**config.mk**
```make
export PLATFORM = sky130hd
export DESIGN_NAME = rv32i_lsu_flat
export DESIGN_NICKNAME = d
export VERILOG_FILES = /design/src/rtl/be_pkg.sv /design/src/rtl/rv32i_lsu_if.sv /design/src/rtl/rv32i_lsu_align.sv /design/src/rtl/rv32i_lsu.sv /design/src/flat_wrapper.sv
export SDC_FILE = /design/constraint.sdc
export NUM_CORES = 1
export LEC_CHECK = 0
export CAP_MARGIN = 10
export CORE_ASPECT_RATIO = 1.25
export CORE_MARGIN = 8
export CORE_UTILIZATION = 60
export DETAILED_ROUTE_END_ITERATION = 8
export DONT_BUFFER_PORTS = 1
export HOLD_SLACK_MARGIN = 0.02
export PLACE_DENSITY = 0.73
export SLEW_MARGIN = 40
export SYNTH_ARGS = -nofsm -noshare
export SYNTH_HDL_FRONTEND = slang
export SYNTH_HIERARCHICAL = 1
export SYNTH_SLANG_ARGS = --single-unit
```
**constraint.sdc**
```tcl
create_clock -name clk -period 2.57 [get_ports clk]
set_clock_uncertainty 0.15 [all_clocks]
set_input_delay 0.3855 -clock clk [delete_from_list [all_inputs] [get_ports clk]]
set_output_delay 0.3855 -clock clk [all_outputs]
set_load 0.05 [all_outputs]
```
**src/rtl/be_pkg.sv**
```systemverilog
// Shared LSU types: operation codes, FSM states and small decode helpers
// used by the LSU top and its lane-steering unit.
package be_pkg;

    typedef enum logic [3:0] {
        LB, LH, LW, LBU, LHU, SB, SH, SW, LD, LWU, SD
    } lsu_op_t;

    typedef enum logic [1:0] {
        IDLE, ACCESS, RESP
    } lsu_state_t;

    // log2 of the access size in bytes
    function automatic logic [1:0] op_size(lsu_op_t op);
        case (op)
            LB, LBU, SB: return 2'd0;
            LH, LHU, SH: return 2'd1;
            LW, LWU, SW: return 2'd2;
            default:     return 2'd3;
        endcase
    endfunction

    function automatic logic op_is_store(lsu_op_t op);
        return op inside {SB, SH, SW, SD};
    endfunction

    function automatic logic op_unsigned(lsu_op_t op);
        return op inside {LBU, LHU, LWU};
    endfunction

    // Natural-alignment check; doubleword ops are rejected outright on a
    // 32-bit datapath since they cannot fit in one bus beat.
    function automatic logic op_misaligned(lsu_op_t op, logic [2:0] off, logic xlen64);
        logic [2:0] am;
        case (op_size(op))
            2'd0:    am = 3'b000;
            2'd1:    am = 3'b001;
            2'd2:    am = 3'b011;
            default: am = 3'b111;
        endcase
        return (|(off & am)) || ((op_size(op) == 2'd3) && !xlen64);
    endfunction

endpackage

```
**src/rtl/rv32i_lsu_if.sv**
```systemverilog
// Request/response and memory-bus signal bundle for the LSU.
// slave = the LSU itself, master = the core/bus environment around it.
interface rv32i_lsu_if #(
    parameter int XLEN   = 32,
    parameter int ADDR_W = 32
);
    import be_pkg::*;

    logic                req_valid;
    logic                req_ready;
    lsu_op_t             req_op;
    logic [ADDR_W-1:0]   req_addr;
    logic [XLEN-1:0]     req_wdata;

    logic                resp_valid;
    logic [XLEN-1:0]     resp_rdata;
    logic                resp_err;

    logic [ADDR_W-1:0]   bus_addr;
    logic [XLEN-1:0]     bus_wrdata;
    logic [XLEN/8-1:0]   bus_be;
    logic                bus_wren;
    logic                bus_rden;
    logic                bus_ack;
    logic [XLEN-1:0]     bus_rddata;

    modport slave (
        input  req_valid, req_op, req_addr, req_wdata, bus_ack, bus_rddata,
        output req_ready, resp_valid, resp_rdata, resp_err,
               bus_addr, bus_wrdata, bus_be, bus_wren, bus_rden
    );

    modport master (
        output req_valid, req_op, req_addr, req_wdata, bus_ack, bus_rddata,
        input  req_ready, resp_valid, resp_rdata, resp_err,
               bus_addr, bus_wrdata, bus_be, bus_wren, bus_rden
    );

endinterface

```
**src/rtl/rv32i_lsu_align.sv**
```systemverilog
// Combinational lane steering: store data replication and byte enables,
// load lane extraction with sign/zero extension.
module rv32i_lsu_align
    import be_pkg::*;
#(
    parameter int XLEN = 32
) (
    input  lsu_op_t                    op,
    input  logic [$clog2(XLEN/8)-1:0]  off,
    input  logic [XLEN-1:0]            wdata,
    input  logic [XLEN-1:0]            rddata,
    output logic [XLEN-1:0]            wrdata,
    output logic [XLEN/8-1:0]          be,
    output logic [XLEN-1:0]            rdata
);
    localparam int BE_W = XLEN / 8;

    logic [7:0]      mask;
    logic [XLEN-1:0] lane;

    // Store side: replicate the item into every lane of its size, shift the mask
    always_comb begin
        case (op_size(op))
            2'd0: begin mask = 8'h01; wrdata = {BE_W{wdata[7:0]}};          end
            2'd1: begin mask = 8'h03; wrdata = {(XLEN/16){wdata[15:0]}};    end
            2'd2: begin mask = 8'h0F; wrdata = {(XLEN/32){wdata[31:0]}};    end
            default: begin mask = 8'hFF; wrdata = wdata;                    end
        endcase
        be = BE_W'(mask) << off;
    end

    // Load side: bring the addressed lane down to bit 0 and extend it
    always_comb begin
        lane = rddata >> {off, 3'b000};
        case (op_size(op))
            2'd0: rdata = op_unsigned(op) ? XLEN'(lane[7:0])  : XLEN'($signed(lane[7:0]));
            2'd1: rdata = op_unsigned(op) ? XLEN'(lane[15:0]) : XLEN'($signed(lane[15:0]));
            2'd2: rdata = op_unsigned(op) ? XLEN'(lane[31:0]) : XLEN'($signed(lane[31:0]));
            default: rdata = lane;
        endcase
    end

endmodule

```
**src/rtl/rv32i_lsu.sv**
```systemverilog
// Single-outstanding load/store unit: IDLE -> ACCESS -> RESP.
// Optional build macro RV32I_LSU_TIMEOUT_EN adds an ACCESS watchdog that
// returns an error response after TIMEOUT_CYC cycles without bus_ack.
module rv32i_lsu
    import be_pkg::*;
#(
    parameter int XLEN        = 32,
    parameter int ADDR_W      = 32,
    parameter int TIMEOUT_CYC = 16
) (
    input  logic             clk,
    input  logic             rst,
    rv32i_lsu_if.slave       lsu
);
    localparam int BE_W  = XLEN / 8;
    localparam int OFF_W = $clog2(BE_W);

    lsu_state_t        state, state_nxt;
    lsu_op_t           op_q;
    logic [ADDR_W-1:0] addr_q;
    logic [XLEN-1:0]   wdata_q, rdata_q;
    logic              err_q;

    logic              accept, bad_req, store_q, acked, timed_out;
    logic [XLEN-1:0]   al_wrdata, al_rdata;
    logic [BE_W-1:0]   al_be;

    assign accept  = lsu.req_valid && (state == IDLE);
    assign bad_req = op_misaligned(lsu.req_op, 3'(lsu.req_addr[OFF_W-1:0]), XLEN == 64);
    assign store_q = op_is_store(op_q);
    assign acked   = (state == ACCESS) && lsu.bus_ack;

`ifdef RV32I_LSU_TIMEOUT_EN
    localparam int CNT_W = $clog2(TIMEOUT_CYC + 1);
    logic [CNT_W-1:0] to_cnt;

    // Count un-acked ACCESS cycles; cleared whenever we are outside ACCESS
    always_ff @(posedge clk or negedge rst) begin
        if (!rst)                  to_cnt <= '0;
        else if (state != ACCESS)  to_cnt <= '0;
        else if (!lsu.bus_ack)     to_cnt <= to_cnt + 1'b1;
    end

    assign timed_out = (state == ACCESS) && !lsu.bus_ack &&
                       (to_cnt == CNT_W'(TIMEOUT_CYC - 1));
`else
    assign timed_out = 1'b0;
`endif

    // State register
    always_ff @(posedge clk or negedge rst) begin
        if (!rst) state <= IDLE;
        else      state <= state_nxt;
    end

    // Next-state: misaligned requests skip the bus entirely
    always_comb begin
        state_nxt = state;
        case (state)
            IDLE:    if (accept) state_nxt = bad_req ? RESP : ACCESS;
            ACCESS:  if (lsu.bus_ack || timed_out) state_nxt = RESP;
            RESP:    state_nxt = IDLE;
            default: state_nxt = IDLE;
        endcase
    end

    // Request capture on accept, load data capture on ack, error on timeout
    always_ff @(posedge clk or negedge rst) begin
        if (!rst) begin
            op_q    <= LB;
            addr_q  <= '0;
            wdata_q <= '0;
            rdata_q <= '0;
            err_q   <= 1'b0;
        end else if (accept) begin
            op_q    <= lsu.req_op;
            addr_q  <= lsu.req_addr;
            wdata_q <= lsu.req_wdata;
            rdata_q <= '0;
            err_q   <= bad_req;
        end else if (acked) begin
            rdata_q <= store_q ? '0 : al_rdata;
        end else if (timed_out) begin
            err_q   <= 1'b1;
        end
    end

    rv32i_lsu_align #(.XLEN(XLEN)) u_align (
        .op     (op_q),
        .off    (addr_q[OFF_W-1:0]),
        .wdata  (wdata_q),
        .rddata (lsu.bus_rddata),
        .wrdata (al_wrdata),
        .be     (al_be),
        .rdata  (al_rdata)
    );

    // Outputs decoded from state only, so an async reset zeroes them at once
    always_comb begin
        lsu.req_ready  = (state == IDLE);
        lsu.resp_valid = 1'b0;
        lsu.resp_err   = 1'b0;
        lsu.resp_rdata = '0;
        lsu.bus_addr   = '0;
        lsu.bus_wrdata = '0;
        lsu.bus_be     = '0;
        lsu.bus_wren   = 1'b0;
        lsu.bus_rden   = 1'b0;
        case (state)
            ACCESS: begin
                lsu.bus_addr   = {addr_q[ADDR_W-1:OFF_W], {OFF_W{1'b0}}};
                lsu.bus_wrdata = al_wrdata;
                lsu.bus_be     = al_be;
                lsu.bus_wren   = store_q;
                lsu.bus_rden   = !store_q;
            end
            RESP: begin
                lsu.resp_valid = 1'b1;
                lsu.resp_err   = err_q;
                lsu.resp_rdata = err_q ? '0 : rdata_q;
            end
            default: ;
        endcase
    end

endmodule

```
**src/flat_wrapper.sv**
```systemverilog
// flat-port wrapper written by rule: the top's interface ports become plain ports
module rv32i_lsu_flat import be_pkg::*;
#(
    parameter int XLEN        = 32,
    parameter int ADDR_W      = 32,
    parameter int TIMEOUT_CYC = 16
)
  (clk, rst, lsu_req_valid, lsu_req_op, lsu_req_addr, lsu_req_wdata, lsu_bus_ack, lsu_bus_rddata, lsu_req_ready, lsu_resp_valid, lsu_resp_rdata, lsu_resp_err, lsu_bus_addr, lsu_bus_wrdata, lsu_bus_be, lsu_bus_wren, lsu_bus_rden);
  rv32i_lsu_if #(.XLEN(XLEN), .ADDR_W(ADDR_W)) lsu_i ();
  input  logic clk;
  input  logic rst;
  input wire logic [$bits(lsu_i.req_valid)-1:0] lsu_req_valid;
  input wire logic [$bits(lsu_i.req_op)-1:0] lsu_req_op;
  input wire logic [$bits(lsu_i.req_addr)-1:0] lsu_req_addr;
  input wire logic [$bits(lsu_i.req_wdata)-1:0] lsu_req_wdata;
  input wire logic [$bits(lsu_i.bus_ack)-1:0] lsu_bus_ack;
  input wire logic [$bits(lsu_i.bus_rddata)-1:0] lsu_bus_rddata;
  output wire logic [$bits(lsu_i.req_ready)-1:0] lsu_req_ready;
  output wire logic [$bits(lsu_i.resp_valid)-1:0] lsu_resp_valid;
  output wire logic [$bits(lsu_i.resp_rdata)-1:0] lsu_resp_rdata;
  output wire logic [$bits(lsu_i.resp_err)-1:0] lsu_resp_err;
  output wire logic [$bits(lsu_i.bus_addr)-1:0] lsu_bus_addr;
  output wire logic [$bits(lsu_i.bus_wrdata)-1:0] lsu_bus_wrdata;
  output wire logic [$bits(lsu_i.bus_be)-1:0] lsu_bus_be;
  output wire logic [$bits(lsu_i.bus_wren)-1:0] lsu_bus_wren;
  output wire logic [$bits(lsu_i.bus_rden)-1:0] lsu_bus_rden;
  assign lsu_i.req_valid = lsu_req_valid;
  assign lsu_i.req_op = lsu_req_op;
  assign lsu_i.req_addr = lsu_req_addr;
  assign lsu_i.req_wdata = lsu_req_wdata;
  assign lsu_i.bus_ack = lsu_bus_ack;
  assign lsu_i.bus_rddata = lsu_bus_rddata;
  assign lsu_req_ready = lsu_i.req_ready;
  assign lsu_resp_valid = lsu_i.resp_valid;
  assign lsu_resp_rdata = lsu_i.resp_rdata;
  assign lsu_resp_err = lsu_i.resp_err;
  assign lsu_bus_addr = lsu_i.bus_addr;
  assign lsu_bus_wrdata = lsu_i.bus_wrdata;
  assign lsu_bus_be = lsu_i.bus_be;
  assign lsu_bus_wren = lsu_i.bus_wren;
  assign lsu_bus_rden = lsu_i.bus_rden;
  rv32i_lsu #(.XLEN(XLEN), .ADDR_W(ADDR_W), .TIMEOUT_CYC(TIMEOUT_CYC)) u_core (.clk(clk), .rst(rst), .lsu(lsu_i));
endmodule
```
# == Word level (Yosys, flattened, before mapping) ==
# Memories as Yosys holds them, arrays and structs flattened.
# Index checks and enable logic that the tools add are counted.
# word_totals
inputBits,104
memories,4
elab_cells,65
mem_bits_ro,128
register_bits,103
# mem_list
memory,words,width,rd,rd_ports_with_merged_regs,write_ports,line,rtl
(name not given),16,2,1,0,0,be_pkg.sv:15,case (op)
(name not given),16,2,1,0,0,be_pkg.sv:15,
(name not given),16,2,1,0,0,be_pkg.sv:15,
(name not given),16,2,1,0,0,be_pkg.sv:15,
# classes
n_shift,2
n_bitwise,1
muxes,22
reduce_logical,13
n_eq_ne,17
# op_table
operator,count
$mux W32,9
$pmux W32 S2,2
$shr A32 B5 Y32,1
$eq A4 B3 Y1 const B,4
$pmux W4 S3,1
$pmux W3 S3,1
$eq A2 B1 Y1 const B,4
$eq A2 B2 Y1 const B,4
$eq A4 B4 Y1 const B,2
$logic_not A2 Y1,4
$mux W2,3
$eq A4 B2 Y1 const B,1
$mux W1,4
$mux W4,1
$pmux W2 S2,1
$reduce_bool A4 Y1,1
$shl A4 B2 Y4,1
$and A2 B3 Y3,1
$reduce_bool A3 Y1,1
$reduce_or A3 Y1,1
$logic_and A1 B1 Y1,2
$ne A2 B1 Y1 const B,1
$ne A2 B2 Y1 const B,1
$reduce_and A2 Y1,1
3 further kinds,3

# == Longest topological paths before layout ==
# Gate-level depths: netlist of run 1.
# An unclocked memory read counts as a cell.
# depth
word_depth,9
depth_mapped,8
mapped_depth_nobuf,5

# == Hierarchy ==
# The synthesis of run 1 kept the hierarchy.
# modules_own_cells
module,instances,seq_area_each_um2,area_each_um2,cells_each
rv32i_lsu,1,2577.5,4680.7,507
rv32i_lsu_align,1,0.0,1456.4,192

# == Least setup slack after synthesis of run 1 ==
# No wires, ideal clock.
# synth_path
path_kind,flip-flop to output port
startpoint,register u_core.state[0]
endpoint,output port lsu_resp_rdata[10]
stages_incl_launch_ff,5
required_ps,2034
path_buffers,1
t_arrival_ps,2121
slack_ps,-87
cell_sequence,dfrtp_1 > nor2b_1 > nor2b_1 > clkbuf_1 > and2_1
# synth_via
elab_chain_cells,2
# synth_rtl
element,line,rtl
"start, declared",rv32i_lsu.sv:18,"lsu_state_t state, state_nxt;"
"start signal, assigned",rv32i_lsu.sv:53,else state <= state_nxt;
$eq A2 B2 Y1,rv32i_lsu.sv:109,case (state)
$mux W32,rv32i_lsu.sv:109,
"end, declared",flat_wrapper.sv:20,output wire logic [$bits(lsu_i.resp_rdata)-1:0] lsu_resp_rdata;
# No other way between the ends.

# == Final worst setup path of run 1 ==
# layout_path
startpoint,register u_core.op_q[2]
endpoint,output port lsu_bus_wrdata[15]
# layout_via
elab_chain_cells,4
elab_cells_between_ends,5
classes_between,1 x eq/ne; 2 x mux; 1 x reduce/logical; 1 x memory
# layout_rtl
element,line,rtl
"start, declared",rv32i_lsu.sv:19,lsu_op_t op_q;
"start signal, assigned",rv32i_lsu.sv:76,op_q <= lsu.req_op;
$mem_v2 Z16 W2 *,--,
$eq A2 B1 Y1 or $logic_not A2 Y1 (tied branches),rv32i_lsu_align.sv:23,case (op_size(op))
$pmux W32 S2 *,rv32i_lsu_align.sv:23,
named net u_core.al_wrdata[15],rv32i_lsu.sv:25,"logic [XLEN-1:0] al_wrdata, al_rdata;"
$mux W32 *,rv32i_lsu.sv:109,
"end, declared",flat_wrapper.sv:23,output wire logic [$bits(lsu_i.bus_wrdata)-1:0] lsu_bus_wrdata;
# The timed path passes the listed nets; every way through them passes the cells marked *.

==> results.toml, run 1 <==
[critical_path]
worstSetupPathType = "register to output pin"
cp_slowest_cell = "dfrtp_2"
cp_max_fo = 13
cp_data_required_time_ns = 2.03
worst_path_largest_cell_delay_ns = 0.48
cp_data_arrival_time_ns = 2.11
path_cells = "xnor2_4 -> nand2b_2 -> a21oi_4 -> buf_12 -> mux2_1 -> and2_4"
worstPathBufferInverterCount = 1
cp-end-kind = "output pin"
worst_setup_path_start_kind = "register"
crit_family = "flip-flops"

[sta]
slew_violations = 0
worst_pin_slew_ns = 0.679
slew_headroom = 0.548
grt_setup_unrepaired = "yes"
fin_crit_ns = 2.65
fin_tns_setup_ns = -0.734
fin_crit_sh = 1.03
fmax_ghz = 0.378
setup_violations = 19
hold_violations = 103
setup_ws_ns = -0.0786
whs_ns = -0.411

[layout]
fin_area_sq_mm = 0.00824
final_net_count = 897
drive_above_1_share = 0.201
syn2layout_area_growth_pct = 34.2
n_fill_cell = 619

[floorplanning]
die_area_sq_mm = 0.0137
core-area_sq_mm = 0.0101
floorplan.initialDensity = 0.610
die_w_microns = 106
rows = 41
io_pins = 209
die_h_microns = 129

[routing]
drtIter0Drc = 430
drc = 0
drt_pre_antenna_iters = 6
final_antenna_net_count = 0
vias = 5552
post_drt_wl_per_cell_microns = 21.0
drt-total-wl_microns = 19500
vias_per_cell = 5.98

[yosys]
synthSimpleGateAreaFrac = 0.291
ys_dominant_reg_cell = "dfrtp_1"
synth_fa_ha_area_frac = 0
yosys_register_bits = 103
ys_seq_area_frac = 0.420
synth_top_area_share = 0.420
synthArstFlopShare = 1.00
netlist_area_sq_mm = 0.00614
avgSynthCellArea_sq_um = 8.78
synth_edf_count = 0
synthTopCellsByArea = "dfrtp_1 42%, nand2_1 14%, and2_1 10%"
synth_commonest_cells = "231 x nand2_1, 103 x dfrtp_1, 102 x and2_1"
yosysUniqueCellTypes = 49
synth.area.mux_share = 0.0446
synth_compound_area_frac = 0.164
yosysWarnings = 6
synth_top_family_by_area = "simple AND/OR/NAND/NOR gates"
synth_largest_area_cell = "dfrtp_1"
synth-xor-area-share = 0.00734
syn_inst = 699
yosysMostFrequentCell = "nand2_1"

[run_status]
status = "complete, but fails checks"
violations = "negative hold slack, negative setup slack"

[place]
place.detailed.hpwl_microns = 12400
numPortBuffers = 0
placed_area_sq_mm = 0.00712
gp_congestion = 0.869
place_ws_ns = 0.137

[global_route]
antenna_found_initial = 0
grt_usage = 0.268
grt_pass1_vias = 5552
grt-ovfl-total = 0
grt_pass1_wl_microns = 29400
grt_start_max_net_pins = 104

[clock_network]
cts_root_buf = "clkbuf_16"
clkLatencyLatePin_ns = 0.34
path_clk_slew_ns = 0.07
numCtsBuffers = 9
cts_tree = "yes"
clk_path_buf_depth = 2
cts_htree_levels = 3
cts.sink_count = 103

[flow_run]
maxCapViolCount = 0

[power]
power_leakage_nw = 3.93
vdd_drop_max_mv = 0.576
powerDensity_mw_per_mm2 = 862

[worst_hold_path]
min_path_type = "input port to async pin"
routing by layer:
layer,share of wire,up-vias,global-route usage
li1,-,2514,-
met1,0.35,2702,0.300
met2,0.52,288,0.465
met3,0.097,48,0.0859
met4,0.031,0,0.104
met5,0,-,0
final timing paths:
check	from	endpoint	slack (ns)	cells after the start
worst max-delay path	u_core/op_q[2]$_DFFE_PN0P_	lsu_bus_wrdata[15]	-0.08	6
worst min-delay path	rst	u_core/addr_q[30]$_DFFE_PN0P_	-0.41	0
worst max register to register	u_core/addr_q[1]$_DFFE_PN0P_	u_core/rdata_q[23]$_DFFE_PN0P_	0.07	5
worst min register to register	u_core/addr_q[30]$_DFFE_PN0P_	u_core/addr_q[30]$_DFFE_PN0P_	0.32	2
max in group asynchronous	rst	u_core/rdata_q[16]$_DFFE_PN0P_	2.53	0
min in group clk	lsu_req_addr[13]	u_core/addr_q[13]$_DFFE_PN0P_	0.03	2
stage by stage:
step	utilization	std cells	total power, mW
after global routing	0.819	927	7.43
after global placement	0.708	837	5.20
after floorplan	-	700	4.68
final	0.819	928	7.10
after detailed placement	0.708	837	5.33
after CTS	0.809	921	6.87
report_power, final:
group          internal, mW  leakage [nW]  switching [mW]
Combinational          1.43          2.48            2.00
Clock                 0.685         0.140           0.596
Sequential             2.03          1.31           0.356
registers in the layout (all words and copies together) (netlist names):
signal,flops
u_core/wdata_q,32
u_core/err_q,1
u_core/rdata_q,32
u_core/op_q,4
u_core/addr_q,32
u_core/state,2
cell families after synthesis:
| kind of cell | Yosys count |
|---|---|
| muxes | 26 |
| other | 1 |
| AOI/OAI and AO/OA | 117 |
| DFF | 103 |
| xor gates and xnor gates | 3 |
| buffers and inverters | 73 |
| and+or+nand+nor | 376 |
repair_timing:
item                                    4_1_cts  5_1_grt
endpoints found under the setup margin       17       27
gates resized for setup                      25       16
hold endpoints to repair                    164      104
hold buffers                                 61        1
setup buffers                                 6        6
pin swaps                                     2        5
gates cloned                                  1        0
cell usage in the layout, fill, tap and decap left out, drive strengths merged, types with 9 or more instances in the layout:
master       instances
a21o                10
a21oi               24
a32o                32
and2               102
buf                 83
clkbuf              11
dfrtp              103
dlygate4sd3         62
inv                 11
mux2i               18
nand2              231
nor2                14
nor2b               10
o211ai               9
o21ai               13
final cells by class:
cell class	count	area, sq um	area share
Antenna cell	1	2.50	0.000304
Clock buffer	11	243	0.0295
Clock inverter	5	32.5	0.00395
Inverter	10	37.5	0.00456
Multi-Input combinational cell	524	3200	0.388
Sequential cell	103	2580	0.313
Tap cell	129	161	0.0196
Timing Repair Buffer	145	1980	0.240
No activity file was read; power rests on OpenSTA's default activity.
==> run 2: changes to the inputs <==
--- a/config.mk
+++ b/config.mk
@@ -5,6 +5,7 @@
 export SDC_FILE = /design/constraint.sdc
 export NUM_CORES = 1
 export LEC_CHECK = 0
+export ABC_AREA = 1
 export CAP_MARGIN = 10
 export CORE_ASPECT_RATIO = 1.25
 export CORE_MARGIN = 8
@@ -13,7 +14,6 @@
 export DONT_BUFFER_PORTS = 1
 export HOLD_SLACK_MARGIN = 0.02
 export PLACE_DENSITY = 0.73
-export SLEW_MARGIN = 40
 export SYNTH_ARGS = -nofsm -noshare
 export SYNTH_HDL_FRONTEND = slang
 export SYNTH_HIERARCHICAL = 1
==> results.toml, run 2 <==
[run_status]
status = "complete, but fails checks"
violations = "negative hold slack"

[floorplanning]
io_pins = 209
die_w_microns = 107
die_h_microns = 130
core-area_sq_mm = 0.0101
floorplan.initialDensity = 0.614
rows = 41
die_area_sq_mm = 0.0139

[sta]
whs_ns = -0.429
slew_violations = 0
setup_ws_ns = 0.0311
grt_setup_unrepaired = "yes"
fin_crit_sh = 0.988
hold_violations = 103
worst_pin_slew_ns = 0.862
setup_violations = 0
fmax_ghz = 0.394
slew_headroom = 0.425
fin_crit_ns = 2.54
fin_tns_setup_ns = 0

[power]
power_mw = 7.65
powerDensity_mw_per_mm2 = 975
power_leakage_nw = 4.08
vdd_drop_max_mv = 0.571

[place]
place_ws_ns = 0.246
numPortBuffers = 0
place.detailed.hpwl_microns = 12900
dp.cells = 1080
gp_congestion = 0.914
placed_area_sq_mm = 0.00681

[yosys]
ys_dominant_reg_cell = "dfrtp_1"
netlist_area_sq_mm = 0.00620
synth-xor-area-share = 0
ys_seq_area_frac = 0.416
synth_commonest_cells = "261 x nand2_1, 128 x inv_1, 124 x nor2_1"
yosysWarnings = 6
yosysMostFrequentCell = "nand2_1"
syn_inst = 901
synth_compound_area_frac = 0.118
synth.area.mux_share = 0
synth_largest_area_cell = "dfrtp_1"
synth_fa_ha_area_frac = 0
avgSynthCellArea_sq_um = 6.88
synth_top_area_share = 0.416
yosysUniqueCellTypes = 29
synthSimpleGateAreaFrac = 0.315
synth_top_family_by_area = "simple AND/OR/NAND/NOR gates"
synth_edf_count = 0
yosys_register_bits = 103
synthArstFlopShare = 1.00
synthTopCellsByArea = "dfrtp_1 42%, nand2_1 16%, inv_1 7.7%"

[critical_path]
cp_slowest_cell = "dfrtp_2"
cp_data_required_time_ns = 2.03
cp-end-kind = "output pin"
path_cells = "buf_4 -> nand2_2 -> nand3_4 -> buf_12 -> clkinvlp_4 -> nand2_1 -> nand2_1 -> inv_1 -> nor2_2 -> buf_6"
worstSetupPathType = "register to output pin"
cp_max_fo = 8
cp_data_arrival_time_ns = 2.00
worst_path_largest_cell_delay_ns = 0.44
cp_common_cell = "nand2_1"
worst_setup_path_start_kind = "register"

[clock_network]
clk_path_buf_depth = 2
numCtsBuffers = 9
cts_htree_levels = 3
path_clk_slew_ns = 0.07
cts_root_buf = "clkbuf_16"
cts_tree = "yes"
clkLatencyLatePin_ns = 0.35
holdBufCountCts = 48
cts.sink_count = 103

[global_route]
grt-ovfl-total = 0
grt_start_max_net_pins = 104
grt_pass1_wl_microns = 30800
antenna_found_initial = 2
grt_pass1_vias = 6299
grt_usage = 0.277

[layout]
syn2layout_area_growth_pct = 26.5
final_common_cell = "nand2_1"
drive_above_1_share = 0.188
utilization = 0.776
top_regs = "u_core/addr_q x32, u_core/rdata_q x32, u_core/wdata_q x32"
layout_common_cells = "260 x nand2_1, 126 x inv_1, 111 x nor2_1, 100 x buf_4, 100 x dfrtp_1"
n_fill_cell = 710
fin_area_sq_mm = 0.00785
final_net_count = 1120
finalNonFillerCells = 1152

[flow_run]
maxCapViolCount = 0

[routing]
vias_per_cell = 5.46
post_drt_wl_per_cell_microns = 17.3
final_antenna_net_count = 0
drt-total-wl_microns = 19900
drt_pre_antenna_iters = 5
vias = 6285
drtIter0Drc = 413
drc = 0

[worst_hold_path]
min_path_type = "input port to async pin"
## run 2: repair_timing
item	in CTS	in global routing
cloned	1	2
endpoints found under the setup margin	31	24
resized for setup	5	35
hold endpoints to repair	151	103
pin swaps	1	1
setup buffers	1	2
## run 2: final timing paths
path                                                   to  cells after the start  slack (ns)                      startpoint
max                                    lsu_bus_wrdata[22]                     10        0.03      u_core/op_q[2]$_DFFE_PN0P_
max in group asynchronous   u_core/rdata_q[3]$_DFFE_PN0P_                      0        2.53                             rst
min                         u_core/addr_q[22]$_DFFE_PN0P_                      0       -0.43                             rst
max reg2reg                  u_core/addr_q[8]$_DFFE_PN0P_                      4        0.31     u_core/state[1]$_DFFE_PN0P_
min reg2reg                u_core/wdata_q[19]$_DFFE_PN0P_                      2        0.34  u_core/wdata_q[19]$_DFFE_PN0P_
min in group clk             u_core/addr_q[5]$_DFFE_PN0P_                      2        0.03                 lsu_req_addr[5]
## run 2: worst max-delay path: cells and delay by family, from the launching register on
family                 cells  cell delay [ns]
buffers and inverters      5             0.69
DFF                        1             0.44
and+or+nand+nor            5             0.52
## run 2: power by group
group          leakage [nW]  internal, mW  switching (mW)  total, mW
combinational          2.61          1.22            2.56       3.78
sequential             1.31          2.07           0.283       2.35
clock                 0.163         0.888           0.630       1.52
total                  4.08          4.17            3.48       7.65
## run 2: logic make-up (layout without fill, tap and decap cells)
family	count (synthesis)	count (layout)
AND/OR/NAND/NOR	463	463
other	1	4
AO/OA/AOI/OAI	135	135
buffers and inverters	199	318
flip-flops	103	103
## run 2: layer usage
layer / routed length, microns / GRT usage / part of all wire
met5: 0 / 0 / 0
met2: 10200 / 0.482 / 0.51
met3: 1520 / 0.0695 / 0.076
met1: 7490 / 0.309 / 0.38
met4: 725 / 0.134 / 0.036
## run 2: final cells by class
class / instances / area (sq um) / area share
multi-input combinational: 600 / 2750 / 0.351
sequential: 103 / 2580 / 0.329
timing repair buffer: 167 / 1500 / 0.191
inverter: 135 / 520 / 0.0663
clock buffer: 10 / 239 / 0.0305
tap: 129 / 161 / 0.0206
clock inverter: 6 / 91.3 / 0.0116
antenna: 2 / 5.00 / 0.000638
